<file path="config.mk">
export PLATFORM = sky130hd
export DESIGN_NAME = mem_arbiter_flat
export DESIGN_NICKNAME = d
export VERILOG_FILES = /design/src/rtl/mem_arbiter_if.sv /design/src/rtl/mem_arbiter.sv /design/src/flat_wrapper.sv
export SDC_FILE = /design/constraint.sdc
export NUM_CORES = 1
export LEC_CHECK = 0
export ABC_CLOCK_PERIOD_IN_PS = 2300
export CORE_AREA = 2 2 554 556
export DETAILED_ROUTE_END_ITERATION = 10
export DIE_AREA = 0 0 556 558
export GPL_TIMING_DRIVEN = 1
export PLACE_DENSITY = 0.33
export SKIP_LAST_GASP = 1
export SYNTH_ARGS = -nofsm -noshare
export SYNTH_HDL_FRONTEND = slang
export SYNTH_SLANG_ARGS = --single-unit
</file>
<file path="constraint.sdc">
create_clock -name CLK -period 2.3 [get_ports CLK]
set_clock_uncertainty 0.05 [all_clocks]
set_input_delay 0.46 -clock CLK [delete_from_list [all_inputs] [get_ports CLK]]
set_output_delay 0.46 -clock CLK [all_outputs]
set_load 0.01 [all_outputs]
</file>
<file path="src/rtl/mem_arbiter_if.sv">
// mem_arbiter_if: cache-side and memory-side signals of the line-wide memory arbiter.
// master is the arbiter's view; slave is the view of the caches and memory around it.
interface mem_arbiter_if #(
    parameter int ADDR_W = 32,
    parameter int LINE_W = 256
);
    logic              i_read;
    logic [ADDR_W-1:0] i_addr;
    logic [LINE_W-1:0] i_rdata;
    logic              i_done;
    logic              d_read;
    logic              d_write;
    logic [ADDR_W-1:0] d_addr;
    logic [ADDR_W-1:0] d_wb_addr;
    logic [LINE_W-1:0] d_wdata;
    logic [LINE_W-1:0] d_rdata;
    logic              d_done;
    logic              mem_req;
    logic              mem_we;
    logic [ADDR_W-1:0] mem_addr;
    logic [LINE_W-1:0] mem_wdata;
    logic [LINE_W-1:0] mem_rdata;
    logic              mem_ack;

    modport master (
        input  i_read, i_addr, d_read, d_write, d_addr, d_wb_addr, d_wdata, mem_rdata, mem_ack,
        output i_rdata, i_done, d_rdata, d_done, mem_req, mem_we, mem_addr, mem_wdata
    );
    modport slave (
        output i_read, i_addr, d_read, d_write, d_addr, d_wb_addr, d_wdata, mem_rdata, mem_ack,
        input  i_rdata, i_done, d_rdata, d_done, mem_req, mem_we, mem_addr, mem_wdata
    );
endinterface

</file>
<file path="src/rtl/mem_arbiter.sv">
// mem_arbiter: round-robin sharing of one line-wide memory port between icache and dcache.
// Define MEM_ARB_DATA_PRIO_EN to give the dcache fixed priority whenever both request.
module mem_arbiter #(
    parameter int ADDR_W = 32,
    parameter int LINE_W = 256,
    parameter int OFF_W  = 5
) (
    input logic           CLK,
    input logic           RST_N,
    mem_arbiter_if.master bus
);
    typedef enum logic [2:0] {IDLE, I_RD, D_WB, D_RD, DONE} state_t;

    state_t            state_q, state_d;
    logic              last_d_q, last_d_d;
    logic              mem_req_q, mem_req_d;
    logic              mem_we_q, mem_we_d;
    logic [ADDR_W-1:0] mem_addr_q, mem_addr_d;
    logic [LINE_W-1:0] mem_wdata_q, mem_wdata_d;
    logic [LINE_W-1:0] i_rdata_q, i_rdata_d;
    logic [LINE_W-1:0] d_rdata_q, d_rdata_d;
    logic              i_done_q, i_done_d;
    logic              d_done_q, d_done_d;
    logic              i_req, d_req, pick_d;

    function automatic logic [ADDR_W-1:0] align(input logic [ADDR_W-1:0] a);
        return {a[ADDR_W-1:OFF_W], {OFF_W{1'b0}}};
    endfunction

    assign i_req = bus.i_read;
    assign d_req = bus.d_read | bus.d_write;
`ifdef MEM_ARB_DATA_PRIO_EN
    assign pick_d = d_req;
`else
    // last_d_q set means the dcache won last time, so a tie goes to the icache
    assign pick_d = d_req & ~(i_req & last_d_q);
`endif

    always_ff @(posedge CLK or negedge RST_N) begin
        if (!RST_N) begin
            state_q     <= IDLE;
            last_d_q    <= 1'b0;
            mem_req_q   <= 1'b0;
            mem_we_q    <= 1'b0;
            mem_addr_q  <= '0;
            mem_wdata_q <= '0;
            i_rdata_q   <= '0;
            d_rdata_q   <= '0;
            i_done_q    <= 1'b0;
            d_done_q    <= 1'b0;
        end else begin
            state_q     <= state_d;
            last_d_q    <= last_d_d;
            mem_req_q   <= mem_req_d;
            mem_we_q    <= mem_we_d;
            mem_addr_q  <= mem_addr_d;
            mem_wdata_q <= mem_wdata_d;
            i_rdata_q   <= i_rdata_d;
            d_rdata_q   <= d_rdata_d;
            i_done_q    <= i_done_d;
            d_done_q    <= d_done_d;
        end
    end

    always_comb begin
        state_d = state_q;
        case (state_q)
            IDLE:       if (i_req | d_req) state_d = !pick_d ? I_RD : bus.d_write ? D_WB : D_RD;
            I_RD, D_RD: if (bus.mem_ack) state_d = DONE;
            D_WB:       if (bus.mem_ack) state_d = bus.d_read ? D_RD : DONE;
            DONE:       state_d = IDLE;
            default:    state_d = IDLE;
        endcase
    end

    always_comb begin
        last_d_d    = last_d_q;
        mem_req_d   = mem_req_q;
        mem_we_d    = mem_we_q;
        mem_addr_d  = mem_addr_q;
        mem_wdata_d = mem_wdata_q;
        i_rdata_d   = i_rdata_q;
        d_rdata_d   = d_rdata_q;
        i_done_d    = 1'b0;
        d_done_d    = 1'b0;
        case (state_q)
            IDLE: if (i_req | d_req) begin
                last_d_d    = pick_d;
                mem_req_d   = 1'b1;
                mem_we_d    = pick_d & bus.d_write;
                mem_addr_d  = !pick_d ? align(bus.i_addr) :
                              bus.d_write ? align(bus.d_wb_addr) : align(bus.d_addr);
                mem_wdata_d = (pick_d & bus.d_write) ? bus.d_wdata : '0;
            end
            I_RD: if (bus.mem_ack) begin
                i_rdata_d   = bus.mem_rdata;
                mem_req_d   = 1'b0;
                mem_we_d    = 1'b0;
                mem_addr_d  = '0;
                mem_wdata_d = '0;
                i_done_d    = 1'b1;
            end
            // a pending fill follows the write-back with mem_req held high
            D_WB: if (bus.mem_ack) begin
                mem_req_d   = bus.d_read;
                mem_we_d    = 1'b0;
                mem_addr_d  = bus.d_read ? align(bus.d_addr) : '0;
                mem_wdata_d = '0;
                d_done_d    = ~bus.d_read;
            end
            D_RD: if (bus.mem_ack) begin
                d_rdata_d   = bus.mem_rdata;
                mem_req_d   = 1'b0;
                mem_we_d    = 1'b0;
                mem_addr_d  = '0;
                mem_wdata_d = '0;
                d_done_d    = 1'b1;
            end
            default: ;
        endcase
    end

    assign bus.mem_req   = mem_req_q;
    assign bus.mem_we    = mem_we_q;
    assign bus.mem_addr  = mem_addr_q;
    assign bus.mem_wdata = mem_wdata_q;
    assign bus.i_rdata   = i_rdata_q;
    assign bus.d_rdata   = d_rdata_q;
    assign bus.i_done    = i_done_q;
    assign bus.d_done    = d_done_q;
endmodule

</file>
<file path="src/flat_wrapper.sv">
// flat-port wrapper written by rule: the top's interface ports become plain ports
module mem_arbiter_flat 
#(
    parameter int ADDR_W = 32,
    parameter int LINE_W = 256,
    parameter int OFF_W  = 5
)
  (CLK, RST_N, bus_i_read, bus_i_addr, bus_d_read, bus_d_write, bus_d_addr, bus_d_wb_addr, bus_d_wdata, bus_mem_rdata, bus_mem_ack, bus_i_rdata, bus_i_done, bus_d_rdata, bus_d_done, bus_mem_req, bus_mem_we, bus_mem_addr, bus_mem_wdata);
  mem_arbiter_if #(.ADDR_W(ADDR_W), .LINE_W(LINE_W)) bus_i ();
  input logic CLK;
  input logic RST_N;
  input wire logic [$bits(bus_i.i_read)-1:0] bus_i_read;
  input wire logic [$bits(bus_i.i_addr)-1:0] bus_i_addr;
  input wire logic [$bits(bus_i.d_read)-1:0] bus_d_read;
  input wire logic [$bits(bus_i.d_write)-1:0] bus_d_write;
  input wire logic [$bits(bus_i.d_addr)-1:0] bus_d_addr;
  input wire logic [$bits(bus_i.d_wb_addr)-1:0] bus_d_wb_addr;
  input wire logic [$bits(bus_i.d_wdata)-1:0] bus_d_wdata;
  input wire logic [$bits(bus_i.mem_rdata)-1:0] bus_mem_rdata;
  input wire logic [$bits(bus_i.mem_ack)-1:0] bus_mem_ack;
  output wire logic [$bits(bus_i.i_rdata)-1:0] bus_i_rdata;
  output wire logic [$bits(bus_i.i_done)-1:0] bus_i_done;
  output wire logic [$bits(bus_i.d_rdata)-1:0] bus_d_rdata;
  output wire logic [$bits(bus_i.d_done)-1:0] bus_d_done;
  output wire logic [$bits(bus_i.mem_req)-1:0] bus_mem_req;
  output wire logic [$bits(bus_i.mem_we)-1:0] bus_mem_we;
  output wire logic [$bits(bus_i.mem_addr)-1:0] bus_mem_addr;
  output wire logic [$bits(bus_i.mem_wdata)-1:0] bus_mem_wdata;
  assign bus_i.i_read = bus_i_read;
  assign bus_i.i_addr = bus_i_addr;
  assign bus_i.d_read = bus_d_read;
  assign bus_i.d_write = bus_d_write;
  assign bus_i.d_addr = bus_d_addr;
  assign bus_i.d_wb_addr = bus_d_wb_addr;
  assign bus_i.d_wdata = bus_d_wdata;
  assign bus_i.mem_rdata = bus_mem_rdata;
  assign bus_i.mem_ack = bus_mem_ack;
  assign bus_i_rdata = bus_i.i_rdata;
  assign bus_i_done = bus_i.i_done;
  assign bus_d_rdata = bus_i.d_rdata;
  assign bus_d_done = bus_i.d_done;
  assign bus_mem_req = bus_i.mem_req;
  assign bus_mem_we = bus_i.mem_we;
  assign bus_mem_addr = bus_i.mem_addr;
  assign bus_mem_wdata = bus_i.mem_wdata;
  mem_arbiter #(.ADDR_W(ADDR_W), .LINE_W(LINE_W), .OFF_W(OFF_W)) u_core (.CLK(CLK), .RST_N(RST_N), .bus(bus_i));
endmodule
</file>
==> Word level (Yosys, flattened, before mapping) <==
Index checks and enable logic that the tools add are counted.
{ "op_classes": {"eq_ne": 7, "muxes": 28, "bitwise_logic": 7, "reduce_logical": 11} }
{ "ops": {"columns": ["op", "n"], "rows": [
  ["two-way mux 256 bit", 3],
  ["case mux 256 bit (2 select lines)", 1],
  ["two-way mux 32 bit", 6],
  ["case mux 32 bit (3 select lines)", 1],
  ["two-way mux 3 bit", 5],
  ["case mux 3 bit (3 select lines)", 1],
  ["two-way mux 1 bit", 8],
  ["== test 3 x 2 -> 1 bit (second input constant)", 2],
  ["!= test 2 x 1 -> 1 bit (second input constant)", 3],
  ["AND reduction 2 bit", 3],
  ["AND reduction 3 bit", 2],
  ["case mux 1 bit (2 select lines)", 2],
  ["AND reduction 4 bit", 1],
  ["bitwise AND 1 bit", 3],
  ["== test 3 x 1 -> 1 bit (second input constant)", 1],
  ["logical NOT 3 bit", 1],
  ["case mux 1 bit (3 select lines)", 1],
  ["nonzero test 3 bit", 1],
  ["OR reduction 3 bit", 1],
  ["!= test 2 bit (second input constant)", 1],
  ["NOT 1 bit", 2],
  ["OR 1 bit", 2],
  ["nonzero test 2 bit", 1],
  ["OR reduction 2 bit", 1]
]} }
{ "totals": {"register_bits": 808, "in_bits": 614, "output_inout_bits": 804, "wordCells": 63} }

==> Depth between registers and ports, before layout <==
Gate-level depths: netlist of run 1.
{ "logic_depth": {"ltp_word": 7, "depth_mapped": 8, "ltp_nobuf": 4} }

==> Worst setup path before layout of run 1 <==
Ideal clock, no wire load.
{ "synth_path": {"path_kind": "register to register", "from": "register u_core.state_q[2]", "to": "register u_core.mem_wdata_q[100], in the netlist u_core.bus.mem_wdata[100]", "setup_ps": 121, "t_arrival_ps": 1719, "t_required_ps": 2129, "setup_slack_ps": 410, "stages_incl_launch_ff": 8, "n_path_buf": 4, "period_less_slack_ps": 1890, "cell_sequence": "dfrtp_1 > or3_1 > buf_2 > o22a_1 > buf_2 > buf_6 > buf_6 > a22o_1"} }
{ "synth_via": {"elab_chain_len": 4, "word_cells_on_any_way": 10, "classes_between": "eq/ne (5); mux (1); reduce/logical (4)"} }
{ "synth_rtl": {"columns": ["item", "line", "rtl"], "rows": [
  ["start: declaration", "mem_arbiter.sv:14", "state_t state_q, state_d;"],
  ["start signal: assignment", "mem_arbiter.sv:52", "state_q <= state_d;"],
  ["== test 3 x 1 -> 1 bit or == test 3 x 2 -> 1 bit (tied branches)", "mem_arbiter.sv:86", "case (state_q)"],
  ["OR reduction 3 bit (no source line)", null, null],
  ["!= test 2 x 1 -> 1 bit (no source line) or nonzero test 2 bit (tied branches)", null, null],
  ["AND reduction 3 bit (no source line)", null, null],
  ["end signal: assignment", "mem_arbiter.sv:57", "mem_wdata_q <= mem_wdata_d;"],
  ["end: declaration", "mem_arbiter.sv:19", "logic [LINE_W-1:0] mem_wdata_q, mem_wdata_d;"]
]} }
Parallel ways exist; a longest one is shown, timed or not.
A chain may end at the register's enable or synchronous reset.

==> Worst setup path after layout of run 1 <==
{ "layout_path": {"from": "register u_core.mem_wdata_q[130], in the netlist u_core.bus.mem_wdata[130]", "to": "output port bus_mem_wdata[130]"} }
{ "layout_lines": {"columns": ["item", "line", "rtl"], "rows": [
  ["end: declaration", "flat_wrapper.sv:28", "output wire logic [$bits(bus_i.mem_wdata)-1:0] bus_mem_wdata;"]
]} }
No word-level cell between the ends.

==> results.md, run 1 <==
- CP bufs+invs: 1
- Setup Crit Path Kind: flip-flop to primary output
- Worst-Skew Late Latency: 0.80 ns
- CTS buffer count: about 110
- Synthesized area per cell: about 16 um2
- Die Y-Extent: approximately 560 um
- Peak supply drop: between 500 and 600 uV
- Crit. End Element: primary output
- Status: finished, final reports clean
- LEAKAGE: roughly 0.023 uW
- Critical-path top delay cell: dlygate4sd2_1
- Hold Crit Depth: 2
- Adder-cell share of the synthesized area: 0
- RR Startpoint: u_core.state_q[2]
- Yosys reg bits: approximately 800
- Global-route wire length before repair: ~270000 um
- Tcrit/Tclk final: 0.9732
- Final core occ: 0.1723
- DR DRC count: 0
- Area leader, netlist: dfrtp_1
- YS warnings: 0
- IO Pins: approximately 1400
- Slew headroom: 0.5898
- Mux contribution to synthesized area: 0.2008
- Worst Tran Pin Value: ~0.62 ns
- Top post-synthesis cells by area: dfrtp_1 67%, mux2_2 19%, a22o_1 7.5%
- Max-slew violations: 0
- IO buf count: roughly 1400
- Synth Area in Simple Gates: 0.009992
- Top-area cell type share of the netlist area: 0.6686
- Chip width: between 500 and 600 um
- Clock sink count: between 800 and 900
- Routability Congestion: 0.8014
- Largest net degree at the start of global routing: 67
- Clk slew on worst S/H paths: ~0.06 ns
- Bufs on Longest Clock Path: 4
- Post-synthesis cell type count: 29
- Antenna viol nets, final: 0
- Worst min path class: input pin to flip-flop
- Fin. Hold Viols: 0
- Worst path cell trace: dlygate4sd2_1
- Mapped Area: about 30000 um2
- Drt via density: 3.142
- Area growth, synth to finish: 74.64%
- Initial Utilization: 0.09868
- Max Clk Rate: between 400 and 500 MHz
- GRT Total Usage: 0.1307
- Die area: slightly above 300000 um2
- Cell count after synthesis: between 1500 and 2000
- Fill count: approximately 34000
- Initial DRC Count: just over 900
- Max incr delay on CP: about 0.6 ns
- Post-route non-filler standard cell count: between 7000 and 8000
- H-tree depth: 3
- Share of cells above drive strength 1: 0.2459
- Number of antenna violations at the first check in global routing: between 150 and 200
- Wirelength per Cell: approximately 28 um
- Worst R2R Path Depth: 6
- Worst Setup Start Kind: flip-flop
- Setup TNS: 0 ns
- Tmin final: between 2 and 2.5 ns
- Hold path endpoint: u_core.bus.mem_wdata[94]
- Post-place setup slack: -0.2437 ns
- Maxcap violations: 0
- Hold Slack: around 0.18 ns
- Core area: slightly above 300000 um2
- CTS tree: done
- Global route total overflow: 0
- Flop-to-flop setup slack: around 0.16 ns
- Storage cell area: 20110 um2
- Sequential area share after synthesis: 0.6686
- Number of cell rows: 203
- DRT Pass-1 Iters: 5
- Data required, critical path: approximately 1.8 ns
- Post-DP HPWL: 178000 um
- Crit path max fanout: 2
- Root Driver: clkbuf_16
- Cells after DPL: about 7300
- Compound-Gate Fraction of Synth Area: 0.09297
- CP delay by family, top: buffers and inverters
- Final setup fails: 0
- Crit Reg-Reg Endpoint: u_core.bus.mem_wdata[132]
- RSZ-0062 raised after global routing: true
- Multi-input gate area: approximately 9200 um2
- Min-delay src: bus_d_wdata[94]
- CP arrival: ~1.7 ns
- Via count: about 24000
- Vias in the first global route: 25160
- Routed WL: 209700 um
- Final net count: between 4000 and 5000
- Post-Synth XOR/XNOR Area: 0
- Final setup margin: 0.06173 ns
- PwrDens: approximately 1400 nW/um2
- Largest family of logic cells by synthesized area: multiplexers
## through the flow
stage          power [uW]  area [um2]
2_1_floorplan       36780       30070
3_3_place_gp        60670       49730
3_5_place_dp        60750       49730
4_1_cts             74090       52370
5_1_grt             76230       52410
6_report            71880       52490
## sequential cells by signal (all words and copies together) (netlist names)
| register | count |
|---|---|
| u_core.bus.d_done | 1 |
| u_core.bus.d_rdata | 256 |
| u_core.bus.i_done | 1 |
| u_core.bus.i_rdata | 256 |
| u_core.bus.mem_addr | 27 |
| u_core.bus.mem_req | 1 |
| u_core.bus.mem_wdata | 256 |
| u_core.bus.mem_we | 1 |
| u_core.last_d_q | 1 |
| u_core.state_q | 3 |
## power breakdown
group          switching (uW)  internal, uW  leakage, uW
sequential               3960         20800       0.0100
combinational           16100         14100       0.0117
clock                    6970          9970      0.00170
total                   27000         44900       0.0234
## cell usage after synthesis
cell type and n:
dfrtp_1 803, mux2_2 512, a22o_1 256, buf_2 86, a21oi_1 56, nor2_1 33, nand2_1 29, mux2i_1 27
o211ai_1 27, buf_6 23, clkbuf_1 22, buf_4 5, buf_1 2, inv_1 2, nand2b_1 2, nor3_1 2
o22a_1 2, a21o_1 1, a2bb2oi_1 1, conb_1 1, nand4b_1 1, nor3_2 1, nor3b_1 1, nor4_2 1
o21bai_1 1, o22ai_1 1, o22ai_2 1, o32ai_1 1, or3_1 1
## layer usage
layer | wire length (um) | track usage
met5 | 1050 | 0
met4 | 4782 | 0.02762
met3 | 27030 | 0.07853
met2 | 101500 | 0.2242
met1 | 75340 | 0.1360
## repair_timing
action / in CTS / in global routing
setup endpoints to repair: 722 / 14
hold buffers: 2 / 0
resized for setup: 774 / 14
endpoints found under the hold margin: 307 / 0
buffers inserted: 0 / 0
gates cloned: 0 / 0
## cell type report
type	instances	area share
Tap cell	3997	0.09528
Inverter	2	0.0001430
Clock inverter	29	0.007819
Timing Repair Buffer	1535	0.2786
Sequential cell	803	0.3831
Clock buffer	154	0.05819
Antenna cell	34	0.001621
Multi-Input combinational cell	962	0.1752
## worst reg2reg max path: stages (launching register included)
cell	delay [ns]
dfrtp_1	0.46
or3_1	0.44
buf_4	0.18
nor2_4	0.15
buf_12	0.21
buf_4	0.37
a22o_1	0.19
## how the worst max path moves through the flow
stage | start | endpoint | slack (ns) | depth (start not counted)
global placement | bus_mem_ack | u_core.bus.d_rdata[62] | -0.24 | 6
finish | u_core.bus.mem_wdata[130] | bus_mem_wdata[130] | 0.06 | 1
CTS | u_core.bus.mem_wdata[126] | bus_mem_wdata[126] | -0.1 | 1
detailed placement | bus_mem_ack | u_core.bus.d_rdata[27] | -0.24 | 6
floorplan | u_core.state_q[2] | u_core.bus.mem_wdata[100] | 0.41 | 7
global route | u_core.bus.mem_wdata[126] | bus_mem_wdata[126] | -0.02 | 1
## kinds of logic (layout without fill, tap and decap cells)
group	count (synthesis)	after routing
DFF	803	803
muxes	539	539
AOI/OAI and AO/OA	347	347
buffers and inverters	140	1720
and+or+nand+nor	71	71
other	1	39
## cell usage in the layout, fill, tap and decap left out, types with 5 or more instances in the layout
cell type	Yosys	layout
dfrtp_1	803	792
buf_12	0	37
diode_2	0	34
dlymetal6s2s_1	0	12
buf_4	5	115
dlygate4sd2_1	0	695
clkdlybuf4s15_1	0	11
clkbuf_1	22	27
dfrtp_2	0	11
clkbuf_16	0	107
conb_1	1	5
o211ai_1	27	27
mux2i_1	27	27
nand2_1	29	29
clkbuf_8	0	20
a22o_1	256	256
clkdlybuf4s15_2	0	15
a21oi_1	56	56
mux2_2	512	512
clkdlybuf4s50_1	0	645
bufinv_16	0	7
nor2_1	33	31
clkinv_2	0	15
No activity file was read; power rests on OpenSTA's default activity.
==> inputs of run 2 (changes only) <==
--- a/config.mk
+++ b/config.mk
@@ -6,9 +6,10 @@
 export NUM_CORES = 1
 export LEC_CHECK = 0
 export ABC_CLOCK_PERIOD_IN_PS = 2300
-export CORE_AREA = 2 2 554 556
+export CORE_AREA = 2 2 547 549
+export CTS_BUF_LIST = sky130_fd_sc_hd__clkbuf_8
 export DETAILED_ROUTE_END_ITERATION = 10
-export DIE_AREA = 0 0 556 558
+export DIE_AREA = 0 0 549 551
 export GPL_TIMING_DRIVEN = 1
 export PLACE_DENSITY = 0.33
 export SKIP_LAST_GASP = 1
==> results.md, run 2 (synthesized netlist as in run 1, its figures left out) <==
- Status: finished, final reports clean
- CP delay by family, top: flip-flops
- Highest-count cells in the layout ignoring fill and taps: 789 x dfrtp_1, 596 x clkdlybuf4s50_1, 512 x mux2_2
- Placed cell areas: 50210 um2 (+0.97%)
- Root Driver: clkbuf_8
- P_sw: 27830 uW (+3.1%)
- Clock power frac: 0.220 (-0.016)
- Internal Power: 44370 uW (-1.2%)
- CTS tree: done
- Wirelength per Cell: 25.44 um (-8.8%)
- Fin. Hold Viols: 0 (unchanged)
- Area growth, synth to finish: 85.52%
- Most common library cell in the layout ignoring fill and taps: dfrtp_1
- Max incr delay on CP: 0.38 ns (-0.21 ns)
- Slew headroom: 0.3491 (-0.2407)
- H-tree depth: 4 (+1)
- Clk slew on worst S/H paths: 0.06 ns (about the same)
- Sequential fraction of design power: 0.344 (about the same)
- PwrDens: 1295 nW/um2 (-5.5%)
- RR Startpoint: u_core.state_q[2]
- Peak supply drop: 486.9 uV (-11%)
- GRT Total Usage: 0.1281 (-0.002630)
- Final setup fails: 0 (unchanged)
- Post-route non-filler standard cell count: 7903 (+5.1%)
- Global route total overflow: 0 (unchanged)
- Via count: 25190 (+6.7%)
- Tmin final: 2.143 ns (-0.09485 ns)
- Chip width: 549 um (-1.3%)
- Min-delay src: bus_d_wdata[246]
- Worst Tran Pin Value: 0.9732 ns (+0.3579 ns)
- Storage cell area: 20110 um2 (about the same)
- Worst Setup Start Kind: flip-flop
- LEAKAGE: 0.02462 uW (+5.2%)
- Final instance area: 55750 um2 (+6.2%)
- Max-slew violations: 0 (unchanged)
- Number of cell rows: 200 (-1.5%)
- Switching power share of the total: 0.3854 (+0.01003)
- CTS buffer count: 172 (+61%)
- Cells after DPL: 7280 (-0.23%)
- Bufs on Longest Clock Path: 4 (unchanged)
- Worst path cell trace: clkdlybuf4s15_1
- Number of antenna violations at the first check in global routing: 148 (-25%)
- Clock sink count: 803 (unchanged)
- Antenna viol nets, final: 0 (unchanged)
- Drt via density: 3.188 (+1.5%)
- Logic pwr share: 0.436 (+0.017)
- Crit path from: u_core.bus.d_rdata[182]
- Max Clk Rate: 466.5 MHz (+4.4%)
- Share of cells above drive strength 1: 0.2923 (+0.04644)
- IO Pins: 1418 (unchanged)
- Routed WL: 201100 um (-4.1%)
- Setup Crit Path Kind: flip-flop to primary output
- Maxcap violations: 0 (unchanged)
- Routability Congestion: 0.8087 (+0.91%)
- Die area: 302500 um2 (-2.5%)
- DRT Pass-1 Iters: 5 (unchanged)
- Data required, critical path: 1.79 ns (about the same)
- Crit path max fanout: 2 (unchanged)
- Initial Utilization: 0.1014 (+0.002749)
- Tcrit/Tclk final: 0.9319 (-0.04124)
- Total chip power: 72200 uW (+0.44%)
- CP bufs+invs: 1 (unchanged)
- Worst min path class: input pin to flip-flop
- Die Y-Extent: 551 um (-1.3%)
- Worst-Skew Late Latency: 0.86 ns (+0.06 ns)
- Critical-path top delay cell: dfrtp_1
- Core area: 296300 um2 (-2.7%)
- Largest net degree at the start of global routing: 62 (-7.5%)
- Final net count: 4412 (+9.6%)
- Crit. End Element: primary output
- Post-DP HPWL: 167500 um (-5.9%)
- Vias in the first global route: 27040 (+7.5%)
- IO buf count: 1397 (unchanged)
- Fill count: 32620 (-2.7%)
- CP arrival: 1.63 ns (-0.10 ns)
- Multi-input gate area: 9198 um2 (unchanged)
- Initial DRC Count: 967 (+5.7%)
- DR DRC count: 0 (unchanged)
- Global-route wire length before repair: 263000 um (-1.8%)
- Setup TNS: 0 ns (unchanged)
## run 2: cell count changes in the layout (fill, tap and decap cells not counted), moves of 49 or more
| cell | previous run | this run |
|---|---|---|
| inv_1 | 2 | 62 |
| clkbuf_16 | 107 | 0 |
| clkdlybuf4s15_2 | 15 | 112 |
| clkdlybuf4s50_1 | 645 | 596 |
| clkbuf_8 | 20 | 207 |
| dlygate4sd3_1 | 2 | 273 |
| buf_2 | 1 | 62 |
| clkdlybuf4s15_1 | 11 | 113 |
| dlygate4sd2_1 | 695 | 499 |
## run 2: worst paths after layout
| path | to | slack (ns) | cells after the start |
|---|---|---|---|
| max in group asynchronous | u_core.bus.d_rdata[135] | 0.39 | 3 |
| worst min register to register | u_core.bus.mem_we | 0.42 | 1 |
| worst min-delay path | u_core.bus.mem_wdata[246] | 0.15 | 2 |
| worst max register to register | u_core.bus.mem_wdata[97] | 0.21 | 6 |
| worst max-delay path | bus_d_rdata[182] | 0.16 | 1 |
| min in group asynchronous | u_core.bus.i_rdata[171] | 0.46 | 3 |
## run 2: layer usage
layer  wire (um)  track usage  up-vias
li1            -            -    10940
met5         609            0        -
met3       21040      0.06302      386
met4        4164      0.02586       96
met2       96890       0.2200     1242
met1       78390       0.1424    12530
## run 2: what timing repair did
| action | CTS | global route |
|---|---|---|
| hold buffers | 273 | 0 |
| setup buffers | 10 | 0 |
| resized for setup | 1374 | 3 |
| endpoints found under the hold margin | 572 | 0 |
| pin swaps | 0 | 0 |
| setup endpoints to repair | 787 | 2 |
## run 2: power groups by stage
| stage | clock [uW] | combinational (uW) | sequential, uW |
|---|---|---|---|
| finish | 15900 | 31500 | 24800 |
| global route | 17300 | 33500 | 25800 |
| CTS | 16800 | 32600 | 25000 |
| detailed placement | 0 | 36100 | 25300 |
| global placement | 0 | 36000 | 25200 |
| floorplan | 0 | 9410 | 27400 |
## run 2: final cells by class
class,instances,share of cell area
sequential,803,0.3607
timing repair buffer,1857,0.3228
multi-input combinational,962,0.1650
tap,3939,0.08840
clock buffer,207,0.05110
clock inverter,89,0.009919
antenna,44,0.001975
inverter,2,0.0001346
## run 2: through the flow
stage	utilization	worst slack, ns	hold WS, ns
after floorplan	-	0.4096	0.1144
after global placement	0.1695	-0.1340	0.4160
after detailed placement	0.1695	-0.1454	0.4226
after CTS	0.1878	-0.2562	0.0005669
after global routing	0.1879	-0.008529	0.01696
final	0.1882	0.1566	0.1521
